[config.mk]
export PLATFORM = sky130hd
export DESIGN_NAME = mio_bus_ctrl
export DESIGN_NICKNAME = d
export VERILOG_FILES = /design/src/rtl/mio_bus_ctrl.sv
export SDC_FILE = /design/constraint.sdc
export NUM_CORES = 1
export LEC_CHECK = 0
export BUFFER_PORTS_ARGS = -buffer_cell sky130_fd_sc_hd__buf_2
export CAP_MARGIN = 20
export CORE_MARGIN = 2
export CORE_UTILIZATION = 44
export DETAILED_ROUTE_END_ITERATION = 16
export GPL_TIMING_DRIVEN = 1
export PLACE_DENSITY = 0.85
export SYNTH_ARGS = -nofsm -noshare
export SYNTH_HDL_FRONTEND = slang
export SYNTH_SLANG_ARGS = --single-unit
[constraint.sdc]
create_clock -name clk -period 4.9 [get_ports clk]
set_input_delay 0.735 -clock clk [delete_from_list [all_inputs] [get_ports clk]]
set_output_delay 0.735 -clock clk [all_outputs]
set_load 0.005 [all_outputs]
[src/rtl/mio_bus_ctrl.sv]
// mio_bus_ctrl: decodes core bus requests to RAM, LED/switch GPIO and an optional timer, with MIO_ready handshake.
// Define MIO_TIMER_EN to map a free-running 32-bit timer at 0xF000_0004; otherwise that address is unmapped.
module mio_bus_ctrl #(
   parameter int RAM_AW   = 10,
   parameter int RAM_WAIT = 1,
   parameter int GPIO_W   = 16
) (
   input  logic              clk,
   input  logic              rst,
   input  logic              CPU_MIO,
   input  logic              MemRW,
   input  logic [31:0]       Addr_in,
   input  logic [31:0]       Data_wr,
   output logic [31:0]       Data_rd,
   output logic              MIO_ready,
   output logic [RAM_AW-1:0] ram_addr,
   output logic [31:0]       ram_wdata,
   output logic              ram_we,
   input  logic [31:0]       ram_rdata,
   input  logic [GPIO_W-1:0] sw,
   output logic [GPIO_W-1:0] led,
   output logic              bus_err
);
   typedef enum logic [1:0] {IDLE = 2'd0, WAIT = 2'd1, ACK = 2'd2} state_t;
   state_t            r_state, w_next;
   logic [2:0]        r_wcnt;
   logic [31:0]       r_data_rd;
   logic              r_ram_we;
   logic [GPIO_W-1:0] r_led;
   logic              r_bus_err;
   logic              w_ram, w_gpio, w_tmr, w_unm, w_ram_rd, w_start, w_fast, w_wait_done;
   logic [31:0]       w_tmr_val;
   logic              w_unused;
   assign w_ram       = Addr_in[31:28] == 4'h0;
   assign w_gpio      = Addr_in[31:2] == 30'h3C00_0000;
   assign w_unm       = !(w_ram || w_gpio || w_tmr);
   assign w_ram_rd    = w_ram && !MemRW;
   assign w_start     = r_state == IDLE && CPU_MIO;
   // every access except a RAM read completes straight from IDLE and commits its side effect here
   assign w_fast      = w_start && !w_ram_rd;
   assign w_wait_done = r_state == WAIT && CPU_MIO && r_wcnt == 3'd0;
   assign w_unused    = ^Addr_in[1:0];
`ifdef MIO_TIMER_EN
   logic [31:0] r_timer;
   assign w_tmr     = Addr_in[31:2] == 30'h3C00_0001;
   assign w_tmr_val = r_timer;
   always_ff @(posedge clk or negedge rst) begin
      if (!rst) r_timer <= 32'h0;
      else      r_timer <= (w_fast && w_tmr && MemRW) ? Data_wr : r_timer + 32'd1;
   end
`else
   assign w_tmr     = 1'b0;
   assign w_tmr_val = 32'h0;
`endif
   always_comb begin
      w_next = IDLE;
      if (r_state == IDLE)      w_next = CPU_MIO ? (w_ram_rd ? WAIT : ACK) : IDLE;
      else if (r_state == WAIT) w_next = !CPU_MIO ? IDLE : (r_wcnt == 3'd0 ? ACK : WAIT);
   end
   always_ff @(posedge clk or negedge rst) begin
      if (!rst) begin
         r_state   <= IDLE;
         r_wcnt    <= 3'd0;
         r_data_rd <= 32'h0;
         r_ram_we  <= 1'b0;
         r_led     <= '0;
         r_bus_err <= 1'b0;
      end else begin
         r_state  <= w_next;
         r_wcnt   <= (w_start && w_ram_rd) ? 3'(RAM_WAIT) :
                     (r_state == WAIT && CPU_MIO && r_wcnt != 3'd0) ? r_wcnt - 3'd1 : r_wcnt;
         r_ram_we <= w_fast && w_ram && MemRW;
         if (w_fast && w_gpio && MemRW) r_led <= Data_wr[GPIO_W-1:0];
         if (w_fast && w_unm) r_bus_err <= 1'b1;
         if (w_fast && !MemRW) r_data_rd <= w_gpio ? 32'(sw) : w_tmr ? w_tmr_val : 32'h0;
         else if (w_wait_done) r_data_rd <= ram_rdata;
      end
   end
   assign MIO_ready = r_state == ACK;
   assign Data_rd   = r_data_rd;
   assign ram_we    = r_ram_we;
   assign led       = r_led;
   assign bus_err   = r_bus_err;
   assign ram_addr  = Addr_in[RAM_AW+1:2];
   assign ram_wdata = Data_wr;
endmodule

# [Yosys cells after proc, flatten, opt, wreduce, memory -nomap -nowiden]
# Index checks and enable logic that the tools add are counted.
[word_totals] register_bits=55 wordCells=44
[classes] add_sub_neg=1 n_eq_ne=3 mux=11 reduce_logical=23
[op_table] cell="$mux W32" n=2
[op_table] cell="$eq A30 B30 Y1 const B" n=1
[op_table] cell="$mux W16" n=1
[op_table] cell="$logic_and A1 B1 Y1" n=13
[op_table] cell="$mux W2" n=6
[op_table] cell="$mux W3" n=2
[op_table] cell="$logic_not A4 Y1" n=1
[op_table] cell="$reduce_bool A2 Y1" n=2
[op_table] cell="$logic_not A1 Y1" n=3
[op_table] cell="$logic_not A3 Y1" n=1
[op_table] cell="$reduce_bool A3 Y1" n=1
[op_table] cell="$sub A3 B1 Y3 const B" n=1
[op_table] cell="$eq A2 B1 Y1 const B" n=1
[op_table] cell="$eq A2 B2 Y1 const B" n=1
[op_table] cell="$logic_not A2 Y1" n=1
[op_table] cell="$logic_or A1 B1 Y1" n=1

# [Logic depth before layout (Yosys ltp)]
[depth] ltp_word=6 depth_mapped=7

# [Least setup slack after synthesis]
# OpenSTA, ideal clock, no wires.
[synth_timing] path_kind="input-to-reg" from="input Addr_in[12]" to="register r_led[0], in the netlist led[0]" arrival_ns=2.078 required_ns=4.775 path_slack_ns=2.697 stages=5 path_cell_list="nor4b_4 -> nand4_4 -> nor3_4 -> buf_8 -> mux2_4"
[synth_between] elab_chain_cells=3
[synth_rtl] item="start: declaration" line_no="12" source="input logic [31:0] Addr_in,"
[synth_rtl] item="$eq A30 B30 Y1" line_no="35" source="assign w_gpio = Addr_in[31:2] == 30'h3C00_0000;"
[synth_rtl] item="$logic_and A1 B1 Y1 (2 in series)" line_no="73" source="if (w_fast && w_gpio && MemRW) r_led <= Data_wr[GPIO_W-1:0];"
[synth_rtl] item="end signal: assignment" line_no="73"
[synth_rtl] item="end: declaration" line_no="29" source="logic [GPIO_W-1:0] r_led;"
# No other way between the ends.
# A chain may end at the register's enable or synchronous reset.

# [Worst setup path after layout]
[layout_timing] from="input Addr_in[12]" to="register r_led[6], in the netlist led[6]"
# Same word-level chain as after synthesis.

==> flow_metrics.env <==
export IMPL_status="finished clean"
export IMPL_cp_required_ns=5.09
export IMPL_drive_above_1_share_pct=53.7
export IMPL_cts_sinks=55
export IMPL_slew_headroom_pct=35.6
export IMPL_antenna_found_initial=0
export IMPL_antenna_left=0
export IMPL_initial_core_util_pct=46.0
export IMPL_layout_commonest_cell="buf_2"
export IMPL_ys_ff_latch=55
export IMPL_period_share_pct=53.4
export IMPL_cts_made_buffers=5
export IMPL_maxSlewViolCount=0
export IMPL_yosysSeqAreaShare_pct=46.8
export IMPL_r2r_end="led[6]"
export IMPL_io_pins=209
export IMPL_fin_setup_tns_ns=0
export IMPL_start_kind="primary input"
export IMPL_worst_pin_slew_ns=0.963
export IMPL_seq_power_share_pct=54.6
export IMPL_finClkSkew_ns=0.00490
export IMPL_period_needed_ns=2.62
export IMPL_r2r_start="r_state[1]"
export IMPL_power_switching_uw=205
export IMPL_die_x_um=85.7
export IMPL_end_kind="flop"
export IMPL_ff2ff_setup_slack_ns=2.70
export IMPL_clockPowerShare_pct=31.5
export IMPL_nets=514
export IMPL_io_buffers=174
export IMPL_syn_inst=265
export IMPL_setup_slack_ns=2.28
export IMPL_track_usage_pct=17.6
export IMPL_max_cap_violations=0
export IMPL_area_growth_syn_to_layout_pct=25.3
export IMPL_rsz0062_at_grt="no"
export IMPL_rows=29
export IMPL_fillers=558
export IMPL_drtPass1Iterations=4
export IMPL_post_drt_via_cell_ratio=4.99
export IMPL_clkTransAtPathRegs_ns=0.10
export IMPL_synth_flop_cell="dfrtp_1"
export IMPL_p_per_area_nw_per_um2=232
export IMPL_synthXorXnorAreaFrac_pct=0.596
export IMPL_power_total_uw=853
export IMPL_leakage_nw=2.08
export IMPL_top_layer_used="met4"
export IMPL_wl_um=6620
export IMPL_cts_buffer_depth=2
export IMPL_comb_power_share_pct=13.8
export IMPL_critPathKind="in -> reg"
export IMPL_synth_mux_area_share_pct=12.9
export IMPL_synth_avg_cell_area_um2=11.1
export IMPL_worstPathMaxFanout=18
export IMPL_dp_hpwl_um=5100
export IMPL_synth_nets=383
export IMPL_crit_arrival_ns=2.81
export IMPL_grt_pass1_vias=2247
export IMPL_async_flop_share_pct=100
export IMPL_cts_tree="done"
export IMPL_hold_ws_ns=0.495
export IMPL_most_common_layout_cells="174 x buf_2, 55 x dfrtp_1, 53 x nand2_1"
export IMPL_crit_start="Addr_in[12]"
export IMPL_insertion_delay_ns=0.30
export IMPL_cts_resized=0
export IMPL_switching_share_pct=24.0
export IMPL_netlist_cell_type_count=36
export IMPL_grt_ovfl_total=0
export IMPL_htreeDepth=2
export IMPL_wl_met3_um=537
export IMPL_hold_class="reg -> reg"
export IMPL_synth_edf_count=0
export IMPL_p_int_uw=648
export IMPL_grt_max_degree=56
export IMPL_synthAdderAreaFrac_pct=0.852
export IMPL_dieArea_um2=7350
export IMPL_diodes=0
export IMPL_vias=2366
export IMPL_synth_top_family_by_area="simple AND/OR/NAND/NOR gates"
export IMPL_design_core_area_um2=6390
export IMPL_met1_length_um=2570
export IMPL_place_ws_ns=1.95
export IMPL_cts_hold_buffers=0
export IMPL_finalHoldViolations=0
export IMPL_cts_root_buf="clkbuf_8"
export IMPL_max_freq_ghz=0.382
export IMPL_finalWeightedCongestion=0.733
export IMPL_synth_compound_area_share_pct=8.56
export IMPL_drt_iter0_markers=99
export IMPL_synth_area_um2=2940
export IMPL_die_y_um=85.7
export IMPL_r2r_cells=4
export IMPL_wl_per_cell_um=14.0
export IMPL_ir_drop_uv=183
export IMPL_finalSetupViolations=0
export IMPL_worstSetupEndpoint="led[6]"
export IMPL_yosys_warnings=0
export IMPL_wl_met2_um=3430
export IMPL_synth_simple_area_share_pct=17.2
export IMPL_grt_pass1_wl_um=10400
export IMPL_postCtsSetupRepairBufs=0
export IMPL_post_route_drc_count=0
logic make-up after synthesis:
logic type	count (synthesis)
compound gates	37
xor+xnor	2
fa+ha+maj	2
buf+inv	56
flops	55
mux	32
simple gates	81
area by class of cell:
type	instances	area (um^2)	area share, %
Clock buffer	7	96.3	2.62
Clock inverter	1	7.51	0.204
Inverter	2	7.51	0.204
Multi-Input combinational cell	154	1180	32.1
Sequential cell	55	1380	37.4
Tap cell	77	96.3	2.62
Timing Repair Buffer	178	917	24.9
per-stage QoR:
| step | instance area, um^2 | instances | util (%) |
|---|---|---|---|
| 3_5_place_dp | 3570 | 465 | 55.9 |
| 2_1_floorplan | 2940 | 265 | - |
| 5_1_grt | 3680 | 474 | 57.7 |
| 6_report | 3680 | 474 | 57.7 |
| 4_1_cts | 3670 | 473 | 57.5 |
| 3_3_place_gp | 3570 | 465 | 55.9 |
registers in the layout (all words and copies together), names as in the netlist:
name and count:
Data_rd 32, led 16, r_wcnt 3, r_state 2, bus_err 1, ram_we 1
power groups by stage:
stage                     clock, mW  combinational (mW)  sequential (mW)
final                         0.269               0.118            0.466
after global routing          0.298               0.131            0.467
after CTS                     0.280               0.119            0.466
after detailed placement          0               0.118            0.475
after global placement            0               0.115            0.474
after floorplan                   0              0.0650            0.475
synthesized netlist by cell type (2+ instances only):
master	n	share of area, %
buf_2	5	0.85
dfrtp_1	55	47
nor4_4	5	3.6
mux2_4	10	5.1
mux2_2	6	2.3
clkbuf_1	5	0.64
inv_1	2	0.26
nor2b_1	2	0.43
nand2_1	53	6.8
nor2_1	7	0.89
nand4_4	2	1.4
o21ai_0	2	0.34
o32ai_1	16	4.8
a21oi_1	16	2.7
ha_1	2	0.85
mux2i_1	16	5.5
buf_4	42	11
worst min path at each step:
| stage | end | from | depth (start not counted) |
|---|---|---|---|
| after floorplan | Data_rd[0] | rst | 0 |
| after global placement | bus_err | bus_err | 1 |
| after detailed placement | bus_err | bus_err | 1 |
| after CTS | bus_err | bus_err | 1 |
| after global routing | bus_err | bus_err | 1 |
| final | bus_err | bus_err | 1 |
worst max-delay path: stages:
cell	delay, ns
buf_2	0.12
nor4b_4	0.32
nand4_4	0.32
nor3_4	0.89
mux2_2	0.42
per-layer routing:
layer | global-route usage (%) | vias to the layer above
met5 | 0 | -
met4 | 4.62 | 0
met3 | 4.43 | 12
met2 | 32.0 | 120
met1 | 20.7 | 1090
li1 | - | 1144
No activity file was read; power rests on OpenSTA's default activity.
